File: src/rtl/dual_port_ram_param.sv
// Parametrised true dual-port RAM with a defined collision policy,
// selectable read-during-write mode and a sequential clear engine after reset.
module dual_port_ram_param #(
    parameter int DATA_W         = 8,
    parameter int ADDR_W         = 4,
    parameter int WRITE_FIRST    = 0,
    parameter int CLEAR_ON_RESET = 1
) (
    input  logic              clk,
    input  logic              rst,
    input  logic              en_a,
    input  logic              we_a,
    input  logic [ADDR_W-1:0] addr_a,
    input  logic [DATA_W-1:0] din_a,
    output logic [DATA_W-1:0] dout_a,
    output logic              dvalid_a,
    input  logic              en_b,
    input  logic              we_b,
    input  logic [ADDR_W-1:0] addr_b,
    input  logic [DATA_W-1:0] din_b,
    output logic [DATA_W-1:0] dout_b,
    output logic              dvalid_b,
    output logic              busy,
    output logic              collision,
    output logic [7:0]        coll_cnt
);

    localparam int DEPTH = 2 ** ADDR_W;

    typedef enum logic {ST_IDLE = 1'b0, ST_CLEAR = 1'b1} state_t;

    state_t              state_q, state_d;
    logic [ADDR_W-1:0]   clr_ptr_q, clr_ptr_d;
    logic                busy_q, busy_d;
    logic [DATA_W-1:0]   dout_a_q, dout_a_d, dout_b_q, dout_b_d;
    logic                dvalid_a_q, dvalid_a_d, dvalid_b_q, dvalid_b_d;
    logic                collision_q, collision_d;
    logic [7:0]          coll_cnt_q, coll_cnt_d;
    logic [DATA_W-1:0]   mem_q [DEPTH];

    logic                in_clear, acc_a, acc_b, wr_a, wr_b, coll;
    logic                p0_we, p1_we;
    logic [ADDR_W-1:0]   p0_addr;
    logic [DATA_W-1:0]   p0_data;

    always_comb begin
        in_clear = (state_q == ST_CLEAR);
        acc_a    = en_a & ~in_clear;
        acc_b    = en_b & ~in_clear;
        wr_a     = acc_a & we_a;
        wr_b     = acc_b & we_b;
        coll     = acc_a & acc_b & (addr_a == addr_b) & (we_a | we_b);

        // Write port 0 is shared by the clear engine and port A; port B loses a write-write collision.
        p0_we    = ~rst & (in_clear | wr_a);
        p0_addr  = in_clear ? clr_ptr_q : addr_a;
        p0_data  = in_clear ? '0 : din_a;
        p1_we    = ~rst & wr_b & ~(coll & we_a);

        state_d   = state_q;
        clr_ptr_d = clr_ptr_q;
        if (in_clear) begin
            clr_ptr_d = clr_ptr_q + 1'b1;
            if (clr_ptr_q == ADDR_W'(DEPTH - 1)) state_d = ST_IDLE;
        end
        busy_d = (state_d == ST_CLEAR);

        dout_a_d   = dout_a_q;
        dvalid_a_d = acc_a;
        if (acc_a) dout_a_d = (we_a && WRITE_FIRST != 0) ? din_a : mem_q[addr_a];
        dout_b_d   = dout_b_q;
        dvalid_b_d = acc_b;
        if (acc_b) dout_b_d = (we_b && WRITE_FIRST != 0) ? din_b : mem_q[addr_b];

        collision_d = coll;
        coll_cnt_d  = (coll && coll_cnt_q != 8'hFF) ? coll_cnt_q + 8'd1 : coll_cnt_q;
    end

    always_ff @(posedge clk) begin
        if (rst) begin
            state_q     <= (CLEAR_ON_RESET != 0) ? ST_CLEAR : ST_IDLE;
            busy_q      <= (CLEAR_ON_RESET != 0);
            clr_ptr_q   <= '0;
            dout_a_q    <= '0;
            dout_b_q    <= '0;
            dvalid_a_q  <= 1'b0;
            dvalid_b_q  <= 1'b0;
            collision_q <= 1'b0;
            coll_cnt_q  <= '0;
        end else begin
            state_q     <= state_d;
            busy_q      <= busy_d;
            clr_ptr_q   <= clr_ptr_d;
            dout_a_q    <= dout_a_d;
            dout_b_q    <= dout_b_d;
            dvalid_a_q  <= dvalid_a_d;
            dvalid_b_q  <= dvalid_b_d;
            collision_q <= collision_d;
            coll_cnt_q  <= coll_cnt_d;
        end
    end

    // Storage has no reset; the clear engine is the only way it is zeroed.
    always_ff @(posedge clk) begin
        if (p0_we) mem_q[p0_addr] <= p0_data;
        if (p1_we) mem_q[addr_b]  <= din_b;
    end

    assign dout_a    = dout_a_q;
    assign dout_b    = dout_b_q;
    assign dvalid_a  = dvalid_a_q;
    assign dvalid_b  = dvalid_b_q;
    assign busy      = busy_q;
    assign collision = collision_q;
    assign coll_cnt  = coll_cnt_q;

endmodule

File: config.mk
export PLATFORM = sky130hd
export DESIGN_NAME = dual_port_ram_param
export DESIGN_NICKNAME = d
export VERILOG_FILES = /design/src/rtl/dual_port_ram_param.sv
export SDC_FILE = /design/constraint.sdc
export NUM_CORES = 1
export LEC_CHECK = 0
export BUFFER_PORTS_ARGS = -buffer_cell sky130_fd_sc_hd__clkbuf_2
export CORE_ASPECT_RATIO = 1.5
export CORE_MARGIN = 3
export CORE_UTILIZATION = 51
export CTS_CLUSTER_SIZE = 25
export DETAILED_ROUTE_END_ITERATION = 8
export PLACE_DENSITY = 0.66
export SKIP_CTS_REPAIR_TIMING = 1
export SLEW_MARGIN = 20
export SYNTH_ARGS = -nofsm -noshare
export SYNTH_HDL_FRONTEND = slang
export SYNTH_SLANG_ARGS = --single-unit
File: constraint.sdc
create_clock -name clk -period 6.1 [get_ports clk]
set_input_delay 1.525 -clock clk [delete_from_list [all_inputs] [get_ports clk]]
set_output_delay 1.525 -clock clk [all_outputs]
set_load 0.03 [all_outputs]
---- Yosys cells after proc, flatten, opt, wreduce, memory -nomap -nowiden ----
Memories as Yosys holds them, arrays and structs flattened. A register that Yosys moved wholly into a read port is not among the register bits.
Index checks and enable logic that the tools add are counted.
cells by class
  bitwise gates (word level) .............. 16
  add/subtract/negate cells ............... 2
  muxes and demuxes ....................... 8
  reductions and logical operators ........ 1
  equality and inequality tests ........... 3
operator list
  kind                                          number
  bitwise AND 1 bit                             11
  adder 8 x 1 -> 8 bit (second input constant)  1
  2-to-1 mux 8 bit                              1
  != test 8 bit (second input constant)         1
  2-to-1 mux 1 bit                              6
  adder 4 x 1 -> 4 bit (second input constant)  1
  equality test 4 bit                           1
  equality test 4 bit (second input constant)   1
  2-to-1 mux 4 bit                              1
  inverter 1 bit                                3
  bitwise OR 1 bit                              2
  logical AND 1 bit                             1
word-level totals
  memories ................................ 1
  register bits after elaboration ......... 16
  input bits .............................. 30
  memory bits (writable) .................. 128
  logic and storage cells ................. 37
  output and inout bits ................... 28
memories
  name   words  width  read ports  clocked after Yosys merged registers in  write ports  RTL line  RTL
  mem_q  16     8      2           2                                        2            39        logic [DATA_W-1:0] mem_q [DEPTH];

---- Longest topological paths before layout ----
  depth in word-level cells ............... 10
  depth in mapped cells ................... 8
  depth with buffers taken out ............ 5

---- Least setup slack after synthesis ----
OpenSTA, ideal clock, no wires.
  kind .................................... in2reg
  start point ............................. input addr_b[2]
  end point ............................... memory mem_q[12][0], enable pin
  required time ........................... 5725 ps
  data arrival time ....................... 3238 ps
  setup slack ............................. 2487 ps
  buffers on the path ..................... 2
  stages .................................. 6
  setup time .............................. 375 ps
  cell sequence ........................... buf_4 > nor4bb_1 > nand2_1 > a21oi_1 > buf_4 > o21bai_1
RTL lines
  what             RTL line  RTL
  start, declared  19        input logic [ADDR_W-1:0] addr_b,
  end, declared    39

==> summary.md <==
| Metric | Value |
|---|---|
| Total core area | 17500 um^2 |
| # port buffers | 57 |
| Gr usage total | between 30% and 40% |
| Leak | around 3.8 nW |
| Pins Over Slew Limit | 0 |
| Final wirelength | approximately 30000 um |
| Final #Nets | 798 |
| Number of vias per cell | 6.764 |
| Netlist Area Pre-Place | approximately 9000 um^2 |
| Clock-pin slew on the worst setup and hold paths | roughly 0.06 ns |
| Worst Setup End Kind | flip-flop |
| Post-DP HPWL | 23220 um |
| R2r endpoint | mem_q[13][0]$_DFFE_PP_ |
| Setup-failing EPs final | 0 |
| Placed cells | 960 |
| N_diodes | 0 |
| # clock sinks | 160 |
| Ports | 58 |
| Clock skew | between 0.01 and 0.015 ns |
| Post-Synth XOR/XNOR Area | less than 1% |
| Final Non-Filler Cells | about 990 |
| Mapped Avg Cell Area | between 10 and 15 um^2 |
| Crit path max-delay family | buffers and inverters |
| Post-layout min period | about 4.0 ns |
| Die Wd | 115.4 um |
| DIE AREA | 19630 um^2 |
| WP buf/inv | 2 |
| Setup crit start | addr_b[2] |
| Initial antenna violation count | 0 |
| Prevailing post-synth register cell | edfxtp_1 |
| Number of global-route vias before repair | 6550 |
| Reg2reg path depth | 5 |
| Period utilization | between 60% and 70% |
| Maxcap violations | 0 |
| Worst-skew pair later-pin latency | 0.44 ns |
| Hold crit path type | reg -> reg |
| Setup ws final | ~2.1 ns |
| Largest net degree at the start of global routing | 54 |
| Worst r2r src | busy$_SDFF_PP1_ |
| TritonCTS Buffers | 17 |
| Mux share of post-synthesis cell area | approximately 29% |
| # DRC | 0 |
| Layout cells sized above 1 | around a third |
| CTS tree | done |
| Max Fclk | roughly 0.25 GHz |
| RSZ-0062 raised after global routing | false |
| Synth Warn # | 0 |
| Synth cell types | 53 |
| Synth area leader | edfxtp_1 |
| Hold Fails Final Rpt | 0 |
| Net Switching | 0.0005879 W |
| Worst slew pin tran | 1.156 ns |
| Post-synthesis sequential area ratio | roughly half |
| CP max stage delay | roughly 0.66 ns |
| Combinational share of power | under 10% |
| Status | finished, final reports clean |
| Synth Area in Simple Gates | 9.866% |
| DR iter-0 viols | around 700 |
| Worst path depth | 7 |
| Type of the worst setup path | in -> reg |
| Clock share of power | between 40% and 50% |
| WL/cell | between 30 and 40 um |
| Adder-cell share of the synthesized area | less than 1% |
| CTS root buffer | clkbuf_16 |
| # rows | 59 |
| Starting density of the core | a little over half |
| Pwr dens | ~240 nW/um^2 |
| Slew HR | between 20 and 25% |
| CP Data Arrival Time | between 4 and 5 ns |
| Critical Path Sink | mem_q[1][6]$_DFFE_PP_ |
| Final ANT Viol Nets | 0 |
| Fraction of registers with async set/reset | 0% |
| Sequential power share | around 48% |
| CP Launch Type | input pin |
| Hold WS | 0.4715 ns |
| Slowest cell on the critical path | clkbuf_2 |
| Synth Area in Compound Gates | 8.240% |
| Largest family of logic cells by synthesized area | multiplexers |
| Synth Net Count | around 760 |
| Post-synth EDFFs | between 100 and 150 |
| Finished Core Util | between 50% and 60% |
| Pre-antenna DRT Iters | 5 |
| Area Growth Syn to Fin | 11.74% |
| Dpl ws | ~1.7 ns |
| Total negative slack | 0 ns |
| Critical Path RT | slightly above 6 ns |
| Leading cell type in the layout, fill and taps excluded | edfxtp_1 |
| Routed via count | 6710 |
| Internal power | about 0.0019 W |
| Crit path max fanout | 30 |
| Top post-synthesis cells by area | edfxtp_1 42%, mux2_2 12%, mux4_2 11% |
| Switching Fraction | 23.67% |
| Register-to-register setup slack | 3.11 ns |
| Synth top area share | 41.98% |
| CP Cell Sequence | clkbuf_2 -> xor2_1 -> nor4_4 -> buf_4 -> nand2_1 -> nand3_1 -> o21ai_0 |
| Worst vdd ir | ~0.18 mV |
| Grt ovf | 0 |
| Max Root-Sink Buffers | 2 |
| CTS H-tree lvls | 4 |
| Gate Count Post-Synth | a little over 700 |
| Die Ht | approximately 170 um |
| First-pass GRT wire length | 44220 um |
| Post-synthesis sequential element count | 160 |
| Routability cong. | about 1 |
| Most frequent cells in the layout | 128 x edfxtp_1, 101 x mux2_2, 61 x nand2_1 |
[cells in the mapped netlist, drive strengths merged (2+ instances only)]
master   instances
dfxtp           32
nor2b           13
buf             19
nor4bb           2
mux4            43
nand3           21
o32ai            9
nor2            35
a211oi           5
o22ai            4
o21bai           3
mux2           101
mux2i           55
nand2b           4
a22oi            5
a21o             2
o211ai           5
nand4            4
xor2             7
and2             2
a2111oi          3
edfxtp         128
or3              3
nor3            10
clkbuf          37
a311oi           5
inv              7
nor4             5
nand2           61
nor4b            2
and4             2
o21ai           56
ha               2
a21oi           20
[tightest hold or removal path: stages (launching register included)]
cell	delay (ns)
dfxtp_1	0.33
a21oi_1	0.06
o21ai_0	0.06
[worst min-delay path by stage]
stage | start | endpoint | slack, ns | cells past startpoint
final | dout_a[4]$_SDFFE_PP0N_ | dout_a[4]$_SDFFE_PP0N_ | 0.47 | 2
after detailed placement | dout_a[4]$_SDFFE_PP0N_ | dout_a[4]$_SDFFE_PP0N_ | 0.46 | 2
after global placement | dout_a[1]$_SDFFE_PP0N_ | dout_a[1]$_SDFFE_PP0N_ | 0.46 | 2
after CTS | dout_a[4]$_SDFFE_PP0N_ | dout_a[4]$_SDFFE_PP0N_ | 0.48 | 2
after floorplan | clr_ptr_q[3]$_SDFFE_PP0P_ | busy$_SDFF_PP1_ | 0.49 | 2
after global routing | dout_a[3]$_SDFFE_PP0N_ | dout_a[3]$_SDFFE_PP0N_ | 0.50 | 2
[per-layer routing]
layer  global-route usage, %  share of wire (%)  routed length, um
met5                       0                  0                  0
met2                   55.17                 52              15790
met3                   3.913                6.8               2098
met1                   37.57                 35              10700
met4                   19.41                6.7               2066
[per-stage QoR]
step	instance area (um^2)	total power, W
after floorplan	9156	0.001326
after global placement	9622	0.001393
after detailed placement	9622	0.001394
after CTS	10230	0.002489
after global routing	10230	0.002551
final	10230	0.002484
[layout make-up]
type,count,area [um^2]
Clock buffer,17,425.4
Clock inverter,15,183.9
Fill cell,1452,7264
Inverter,7,26.28
Multi-Input combinational cell,503,4409
Sequential cell,160,4484
Tap cell,213,266.5
Timing Repair Buffer,77,435.4
[flip-flops by register name (all words and copies together) (netlist names)]
signal,count
busy,1
clr_ptr_q,4
coll_cnt,8
collision,1
dout_a,8
dout_b,8
dvalid_a,1
dvalid_b,1
mem_q,128
[power groups by stage]
stage	logic [W]	clock network [W]	registers (W)
final	0.000186	0.00111	0.00119
after global routing	0.000195	0.00117	0.00119
after CTS	0.000183	0.00112	0.00119
after detailed placement	0.000182	0	0.00121
after global placement	0.000182	0	0.00121
after floorplan	0.000121	0	0.00120
[cells by family (layout without fill, tap and decap cells)]
group           after synthesis  in the layout
mux                         199            199
xor+xnor                      8              8
compound gates              123            123
buf+inv                      63            116
fa+ha+maj                     2              2
simple gates                171            171
flops                       160            160
Power figures use the tool's default switching activity.
